`src/rtl/branch_redirect_ctrl.sv`:
```
// ID-stage branch sequencer: stalls decode on pending branch operands, issues the
// registered PC redirect for taken branches, squashes wrong-path IF/ID slots.
module branch_redirect_ctrl #(
  parameter int DATA_WIDTH   = 32,
  parameter int FLUSH_CYCLES = 1,
  parameter int CNT_WIDTH    = 16
) (
  input  logic                  clk,
  input  logic                  rst,
  input  logic                  clk_en,
  input  logic                  id_valid,
  input  logic                  cbranch_decoded,
  input  logic                  ubranch_decoded,
  input  logic                  opnd_hazard,
  input  logic                  branch_taken,
  input  logic [DATA_WIDTH-1:0] jump_address,
  input  logic                  imem_ready,
  output logic                  id_stall,
  output logic                  pc_redirect_valid,
  output logic [DATA_WIDTH-1:0] pc_redirect_addr,
  output logic                  if_id_flush,
  output logic                  misalign_exc,
  output logic [CNT_WIDTH-1:0]  cnt_branch,
  output logic [CNT_WIDTH-1:0]  cnt_taken
);

  localparam int FC_W = (FLUSH_CYCLES > 1) ? $clog2(FLUSH_CYCLES + 1) : 1;

  typedef enum logic [1:0] {
    S_IDLE,
    S_OPND_WAIT,
    S_REDIRECT,
    S_FLUSH
  } state_e;

  state_e                state_q, state_d;
  logic                  valid_q, valid_d;
  logic [DATA_WIDTH-1:0] addr_q, addr_d;
  logic                  misalign_q, misalign_d;
  logic [FC_W-1:0]       fcnt_q, fcnt_d;
  logic [CNT_WIDTH-1:0]  cnt_branch_q, cnt_branch_d;
  logic [CNT_WIDTH-1:0]  cnt_taken_q, cnt_taken_d;

  logic br;
  logic resolving;
  logic misaligned;
  logic inc_branch;
  logic inc_taken;

  assign br         = id_valid & (cbranch_decoded | ubranch_decoded);
  assign misaligned = jump_address[1:0] != 2'b00;
  assign resolving  = ((state_q == S_IDLE) || (state_q == S_OPND_WAIT)) & br & ~opnd_hazard;

  assign id_stall    = ((state_q == S_IDLE) || (state_q == S_OPND_WAIT)) & br & opnd_hazard;
  assign if_id_flush = (state_q == S_REDIRECT) || (state_q == S_FLUSH);

  // NOTE: every always_comb output gets a default first so no path can infer a latch.
  always_comb begin
    state_d    = state_q;
    valid_d    = valid_q;
    addr_d     = addr_q;
    misalign_d = 1'b0;
    fcnt_d     = fcnt_q;
    inc_branch = 1'b0;
    inc_taken  = 1'b0;

    unique case (state_q)
      S_IDLE, S_OPND_WAIT: begin
        // OPND_WAIT falls back to IDLE when the branch leaves ID without resolving.
        state_d = S_IDLE;
        if (br && opnd_hazard) begin
          state_d = S_OPND_WAIT;
        end else if (resolving) begin
          inc_branch = 1'b1;
          if (branch_taken) begin
            if (misaligned) begin
              misalign_d = 1'b1;
            end else begin
              addr_d    = jump_address;
              valid_d   = 1'b1;
              inc_taken = 1'b1;
              state_d   = S_REDIRECT;
            end
          end
        end
      end

      S_REDIRECT: begin
        if (imem_ready) begin
          valid_d = 1'b0;
          if (FLUSH_CYCLES == 1) begin
            state_d = S_IDLE;
          end else begin
            state_d = S_FLUSH;
            fcnt_d  = FC_W'(FLUSH_CYCLES - 1);
          end
        end
      end

      S_FLUSH: begin
        fcnt_d = fcnt_q - FC_W'(1);
        if (fcnt_q <= FC_W'(1)) state_d = S_IDLE;
      end

      default: state_d = S_IDLE;
    endcase
  end

  assign cnt_branch_d = (inc_branch && (cnt_branch_q != '1)) ? cnt_branch_q + CNT_WIDTH'(1)
                                                             : cnt_branch_q;
  assign cnt_taken_d  = (inc_taken && (cnt_taken_q != '1))   ? cnt_taken_q + CNT_WIDTH'(1)
                                                             : cnt_taken_q;

  // NOTE: state registers use non-blocking assignments; reset wins over clk_en.
  always_ff @(posedge clk) begin
    if (rst) begin
      state_q      <= S_IDLE;
      valid_q      <= 1'b0;
      addr_q       <= '0;
      misalign_q   <= 1'b0;
      fcnt_q       <= '0;
      cnt_branch_q <= '0;
      cnt_taken_q  <= '0;
    end else if (clk_en) begin
      state_q      <= state_d;
      valid_q      <= valid_d;
      addr_q       <= addr_d;
      misalign_q   <= misalign_d;
      fcnt_q       <= fcnt_d;
      cnt_branch_q <= cnt_branch_d;
      cnt_taken_q  <= cnt_taken_d;
    end
  end

  assign pc_redirect_valid = valid_q;
  assign pc_redirect_addr  = addr_q;
  assign misalign_exc      = misalign_q;
  assign cnt_branch        = cnt_branch_q;
  assign cnt_taken         = cnt_taken_q;

endmodule

```
`config.mk`:
```
export PLATFORM = sky130hd
export DESIGN_NAME = branch_redirect_ctrl
export DESIGN_NICKNAME = d
export VERILOG_FILES = /design/src/rtl/branch_redirect_ctrl.sv
export SDC_FILE = /design/constraint.sdc
export NUM_CORES = 1
export LEC_CHECK = 0
export BUFFER_PORTS_ARGS = -buffer_cell sky130_fd_sc_hd__buf_2
export CORE_MARGIN = 5
export CORE_UTILIZATION = 45
export CTS_BUF_LIST = sky130_fd_sc_hd__clkbuf_4 sky130_fd_sc_hd__clkbuf_8 sky130_fd_sc_hd__clkbuf_16
export CTS_CLUSTER_DIAMETER = 40
export DETAILED_ROUTE_END_ITERATION = 12
export PLACE_DENSITY = 0.75
export SLEW_MARGIN = 20
export SYNTH_ARGS = -nofsm -noshare
export SYNTH_HDL_FRONTEND = slang
export SYNTH_SLANG_ARGS = --single-unit
```
`constraint.sdc`:
```
create_clock -name clk -period 2.7 [get_ports clk]
set_clock_uncertainty 0.05 [all_clocks]
set_input_delay 0.54 -clock clk [delete_from_list [all_inputs] [get_ports clk]]
set_output_delay 0.54 -clock clk [all_outputs]
set_load 0.01 [all_outputs]
```
==> run metrics, run 1 <==
status finished, final reports clean; net count of the mapped netlist 392; DIE AREA a little under 0.008 mm^2; Post-synth EDFFs 0; combinational power share approximately 4.4%; Yosys cell types 33; clk slew on worst S/H paths 70 ps; post-CTS sizing 0; drt first-iter violations 91; Setup crit end kind flop; DR pass1 iterations 4; # fillers 545; CP Launch Type flop; root buf cell clkbuf_8; Cell Pwr Density between 500 and 600 mW/mm^2; antenna violations before repair 0; vias in the first global route approximately 2600; Leak 0.00153 uW; relative slew slack 61.6%; row count 28; largest net degree at the start of global routing 39; crit path max fanout 9; FF/Latch Area 0.00136 mm^2; area leader, netlist dfxtp_1; Syn-to-layout area delta 29.5%; Req. time, crit path between 2000 and 3000 ps; RSZ-0062 raised after global routing false; Seq pwr share 52.6%; average size of a mapped cell 8.07 um^2; fin nets 499; Clk Latency, worst-skew pair 330 ps; Post-Route WL just under 7 mm; sequential share of the synthesized area 48.3%; CTS tree done; DRT antenna net count 0; antenna cells 0; Initial Util 47.0%; Final Critical Period around 2200 ps; Setup-failing EPs final 0; Fmax achieved 448 MHz; all-layer global routing usage 18.1%; DR vias between 2000 and 3000; Cells after Synth ~350; die height 89.1 um; area of the multi-input gates 0.00137 mm^2; worst hold-check path type in2reg; Synth async-reset ratio 0%; die width 89.1 um; ranking of synthesized cells by area dfxtp_1 (48%), nand2_1 (9.2%), a21oi_1 (6.6%), xnor2_1 (5.3%), nor2_1 (5.1%); post-synthesis register bit count 68; CTS sink count 68; Post-CTS Setup Bufs 0; WS Path Type reg2reg; Vias/cell 5.03; fraction of layout cells with a size suffix above 1 about 29%; Top FF cell, synth dfxtp_1; final hold vios 0; worst vdd ir 0.300 mV; max-slew violations 0; clock buffer count from CTS 9; CP Data Arrival Time approximately 2400 ps; CTS max path bufs 2; first-pass GRT wire length roughly 11 mm; area of the mapped netlist 0.00282 mm^2; P_int 1520 uW; Placer Congestion a little over 0.8; Final Cycle Share 82.7%; setup TNS 0 ps; quantity of I/O buffers inserted on ports 108; post-DP HPWL approximately 5.1 mm; Congestion Overflow GR 0; # hold bufs at CTS 0; Max Cap Viol 0; IO Count roughly 110; net load switching power 400 uW; drt wl/cell 13.0 um; worst-margin pin slew 576 ps; H-tree depth 3; Yosys warnings 0; Sw Share roughly a fifth; core area 0.00599 mm^2; drc violations 0; total chip power slightly below 2000 uW; share of the synthesized area in the top cell type 48.3%; clock power share 43.0%
## placed cells by master (no fill, tap or decap), types with 5 or more instances in the layout
| cell type | netlist | routed |
|---|---|---|
| a21oi_1 | 37 | 37 |
| clkbuf_8 | 0 | 10 |
| nand4_1 | 12 | 12 |
| xor2_1 | 9 | 9 |
| nand2_1 | 69 | 69 |
| nor3_1 | 12 | 11 |
| dfxtp_1 | 68 | 68 |
| and3_1 | 5 | 5 |
| buf_4 | 0 | 7 |
| buf_2 | 1 | 108 |
| nor2_1 | 38 | 38 |
| xnor2_1 | 17 | 17 |
| nand3_1 | 18 | 18 |
| nor4_1 | 11 | 11 |
## through the flow
| step | area [um^2] | hold slack [ps] | setup slack [ps] | utilization, % | std cells |
|---|---|---|---|---|---|
| final | 3650 | 391 | 468 | 60.9 | 535 |
| after floorplan | 2820 | 431 | 509 | - | 349 |
| after CTS | 3650 | 369 | 468 | 60.9 | 535 |
| after global placement | 3450 | 389 | 342 | 57.6 | 520 |
| after detailed placement | 3450 | 394 | 302 | 57.6 | 520 |
| after global routing | 3650 | 381 | 304 | 60.9 | 535 |
## cells in the mapped netlist, drive strengths merged, types with 4 or more instances
cell / count
or3: 4
nor4: 11
nor2: 38
nand4: 12
and3: 5
xor2: 9
a21oi: 37
nand2: 69
clkbuf: 19
nor3: 12
dfxtp: 68
xnor2: 17
nand3: 18
o21ai: 6
## worst max-delay path, stage by stage (launching register included)
cell and delay (ps):
dfxtp_1 400, ha_1 220, nand4_1 250, or4_1 740, and2_1 260, xnor2_1 140
nor2_1 50
## worst paths after layout
kind | startpoint | to | slack, ps | cells past startpoint
hold reg to reg | pc_redirect_addr[14]$_SDFFE_PP0P_ | pc_redirect_addr[14]$_SDFFE_PP0P_ | 400 | 2
setup / recovery | cnt_branch[0]$_SDFFE_PP0P_ | cnt_branch[0]$_SDFFE_PP0P_ | 470 | 6
hold / removal | jump_address[6] | pc_redirect_addr[6]$_SDFFE_PP0P_ | 390 | 3
setup reg to reg | cnt_branch[0]$_SDFFE_PP0P_ | cnt_branch[0]$_SDFFE_PP0P_ | 470 | 6
## cell type report
type                       instances  area share, %
clock buffer                      13           4.39
clock inverter                     2          0.961
inverter                           3          0.309
multi-input combinational        258           37.6
sequential                        68           37.3
tap                               75           2.57
timing repair buffer             116           16.8
## state kept, by name (all words and copies together), names as in the netlist
name / cells
state_q: 2
pc_redirect_valid: 1
cnt_branch: 16
cnt_taken: 16
misalign_exc: 1
pc_redirect_addr: 32
## power groups by stage
stage / sequential (uW) / combinational, uW / clock (uW)
floorplan: 1040 / 35.2 / 0
global placement: 1030 / 85.2 / 0
detailed placement: 1030 / 85.8 / 0
CTS: 1010 / 86.1 / 858
global route: 1010 / 95.8 / 899
finish: 1010 / 85.0 / 827
## cells by family after synthesis
logic type	Yosys count	share of synthesized area [%]
and+or+nand+nor	185	31.3
adders and majority gates	2	0.888
AOI/OAI and AO/OA	44	7.91
muxes	1	0.355
buffers and inverters	23	3.11
DFF	68	48.3
xor gates and xnor gates	26	8.09
## per-layer routing
metal | global-route usage, % | wire length (um) | up-vias
li1 | - | - | 1397
met1 | 22.1 | 3060 | 1211
met2 | 29.6 | 3230 | 76
met3 | 4.61 | 557 | 9
met4 | 8.93 | 104 | 0
met5 | 0 | 0 | -
(Power assumes the default switching activity.)
==> run 2: changes to the inputs <==
--- a/config.mk
+++ b/config.mk
@@ -5,6 +5,7 @@
 export SDC_FILE = /design/constraint.sdc
 export NUM_CORES = 1
 export LEC_CHECK = 0
+export ABC_AREA = 1
 export BUFFER_PORTS_ARGS = -buffer_cell sky130_fd_sc_hd__buf_2
 export CORE_MARGIN = 5
 export CORE_UTILIZATION = 45
==> constraint.sdc (replaced) <==
create_clock -name clk -period 1.9 [get_ports clk]
set_clock_uncertainty 0.05 [all_clocks]
set_input_delay 0.38 -clock clk [delete_from_list [all_inputs] [get_ports clk]]
set_output_delay 0.38 -clock clk [all_outputs]
set_load 0.01 [all_outputs]
==> run metrics, run 2 <==
Setup-failing EPs final 0 (unchanged); area of the multi-input gates 0.00175 mm^2 (+28%); net count of the mapped netlist 548 (+40%); quantity of I/O buffers inserted on ports 108 (unchanged); Max Cap Viol 0 (unchanged); total chip power 2920 uW (+52%); Setup crit end kind flop; largest net degree at the start of global routing 30 (-23%); CTS tree done; most common cell in the netlist nand2_1; Congestion Overflow GR 0 (unchanged); row count 31 (+11%); IO Count 109 (unchanged); antenna violations before repair 0 (unchanged); Clk Latency, worst-skew pair 350 ps (+20 ps); area of the mapped netlist 0.00339 mm^2 (+21%); post-synthesis register bit count 68 (unchanged); worst-margin pin slew 485 ps (-90.5 ps); clock buffer count from CTS 9 (unchanged); core area 0.00729 mm^2 (+22%); final hold vios 0 (unchanged); average size of a mapped cell 6.72 um^2 (-17%); Setup WS pre-CTS 148 ps (-154 ps); Cells after Synth 505 (+45%); CTS sink count 68 (unchanged); area leader, netlist dfxtp_1; Fmax achieved 575 MHz (+28%); Synth async-reset ratio 0% (unchanged); Leak 0.00186 uW (+22%); worst hold-check path type in2reg; simple-gate portion of the synthesized area 38.5% (+7.2 points); Post-CTS Setup Bufs 0 (unchanged); Syn-to-layout area delta 27.2%; Cell Pwr Density 676 mW/mm^2 (+28%); final instance area 0.00432 mm^2 (+18%); all-layer global routing usage 19.0% (+0.88 points); most frequent cells in the layout nand2_1 (169), buf_2 (108), dfxtp_1 (68), nor2_1 (56), a21oi_1 (50); clk slew on worst S/H paths 70 ps (about the same); max reg flops 32 (unchanged); Reg-to-Reg End cnt_taken[0]$_SDFFE_PP0P_; die height 96.9 um (+8.7%); capture point of the worst path cnt_taken[0]$_SDFFE_PP0P_; relative slew slack 67.6% (+6.0 points); DIE AREA 0.00938 mm^2 (+18%); DR pass1 iterations 4 (unchanged); first-pass GRT wire length 15.1 mm (+32%); vias in the first global route 3307 (+28%); sequential share of the synthesized area 40.1% (-8.2 points); R2R setup slack 160 ps (-310 ps); post-synthesis mux area share 0% (-0.36 points); Final Critical Period 1740 ps (-492 ps); drc violations 0 (unchanged); post-DP HPWL 6.78 mm (+33%); Vias/cell 5.00 (-0.72%); DRT antenna net count 0 (unchanged); Post-synth EDFFs 0 (unchanged); reg2reg start cnt_taken[1]$_SDFFE_PP0P_; cell count of the worst reg-to-reg path 9 (+3); post-synthesis xor/xnor area fraction 1.29% (-6.8 points); crit path max fanout 13 (+4); Post-Route WL 9.07 mm (+30%); drt wl/cell 12.5 um (-3.7%); # fillers 727 (+33%); Yosys cell types 28 (-15%); CP Data Arrival Time 1970 ps (-430 ps); Final Worst Setup Slack 160 ps (-308 ps); fraction of layout cells with a size suffix above 1 27.0% (-1.9 points); post-synthesis adder-cell area fraction 0.737% (-0.15 points); status finished, final reports clean; main combinational cell family by area after synthesis simple AND/OR/NAND/NOR gates; Commonest cells post-synth nand2_1 (170), dfxtp_1 (68), nor2_1 (56); final hold slack 224 ps (-167 ps); max-slew violations 0 (unchanged); H-tree depth 3 (unchanged); DR vias 3623 (+35%); Req. time, crit path 2130 ps (-740 ps); Final Cycle Share 91.6% (+8.9 points); FF/Latch Area 0.00136 mm^2 (unchanged); Yosys warnings 0 (unchanged); WS Path Type reg2reg; Initial Util 46.6% (-0.46 points); Placer Congestion 0.896 (+8.7%); share of the synthesized area in the top cell type 40.1% (-8.2 points); CTS max path bufs 2 (unchanged); Synth Area in Compound Gates 10.5% (+2.6 points); antenna cells 0 (unchanged); commonest non-fill, non-tap cell in the layout nand2_1; root buf cell clkbuf_8; Area after DPL 0.00408 mm^2 (+18%); launch point of the critical path cnt_taken[1]$_SDFFE_PP0P_; drt first-iter violations 136 (+49%); ranking of synthesized cells by area dfxtp_1 (40%), nand2_1 (19%), a21oi_1 (7.4%), nor2_1 (6.2%), inv_1 (5.0%); die width 96.9 um (+8.7%); setup TNS 0 ps (unchanged); fin nets 665 (+33%); CP Launch Type flop; Top FF cell, synth dfxtp_1; worst vdd ir 0.432 mV (+44%)
[run 2: changes by cell type in the layout (fill, tap and decap cells not counted), moves of 6 or more]
cell,before,now
a21oi_1,37,50
buf_4,7,16
inv_1,3,45
nand2_1,69,169
nand2_2,0,6
nand3_1,18,33
nor2_1,38,56
nor3_1,11,1
nor4_1,11,0
o21ai_0,2,11
xnor2_1,17,1
[run 2: worst min-delay path by stage]
stage / startpoint / to / slack (ps) / depth (start not counted)
final: jump_address[25] / pc_redirect_addr[25]$_SDFFE_PP0P_ / 220 / 3
after global routing: jump_address[23] / pc_redirect_addr[23]$_SDFFE_PP0P_ / 220 / 3
after detailed placement: pc_redirect_addr[0]$_SDFFE_PP0P_ / pc_redirect_addr[0]$_SDFFE_PP0P_ / 400 / 2
after global placement: pc_redirect_addr[2]$_SDFFE_PP0P_ / pc_redirect_addr[2]$_SDFFE_PP0P_ / 400 / 2
after floorplan: state_q[0]$_SDFFE_PP0P_ / state_q[0]$_SDFFE_PP0P_ / 410 / 2
after CTS: jump_address[10] / pc_redirect_addr[10]$_SDFFE_PP0P_ / 210 / 3
[run 2: logic make-up (layout without fill, tap and decap cells)]
logic type               count (synthesis)  count (layout)
AND/OR/NAND/NOR                        295             296
adder cells (fa/ha/maj)                  2               2
XOR/XNOR                                 5               5
flip-flops                              68              68
buffers and inverters                   68             188
AO/OA/AOI/OAI                           67              67
[run 2: repair_timing]
item	CTS	global route
setup endpoints to repair	0	12
hold buffers	0	0
gates resized for setup	0	3
endpoints found under the hold margin	0	0
[run 2: area by class of cell]
cell class,count,area share (%)
repair buffers,125,15.8
clock inverters,5,1.97
inverters,48,4.17
flip-flops and latches,68,31.5
clock buffers,10,3.19
well taps,99,2.87
multi-input cells,370,40.5
[run 2: per-stage QoR]
step	cells	utilization, %
2_1_floorplan	505	-
3_3_place_gp	709	55.9
3_5_place_dp	709	55.9
4_1_cts	724	59.0
5_1_grt	725	59.2
6_report	725	59.2
[run 2: layer usage]
metal  track usage [%]  routed length (um)  share of wire (%)  up-vias
li1                  -                   -                  -     1832
met2              30.8                4240                 47      119
met4              8.10                 151                1.7        0
met1              23.3                4050                 45     1661
met5                 0                   0                  0        -
met3              5.68                 632                7.0       11
[run 2: report_power, final]
part           internal, uW  leakage (uW)  total, uW  switching, uW
clock network           774      0.000109       1340            565
registers              1430      0.000548       1440           4.54
logic                  59.9       0.00121        146           85.6
[run 2: critical path, stage by stage, from the launching register on]
cell	delay [ps]
dfxtp_1	410
ha_1	260
nand2_2	90
nor2_4	130
nand2_2	100
nor2_4	120
nand2_4	130
nand2_4	170
o21ai_0	100
nor2_1	120
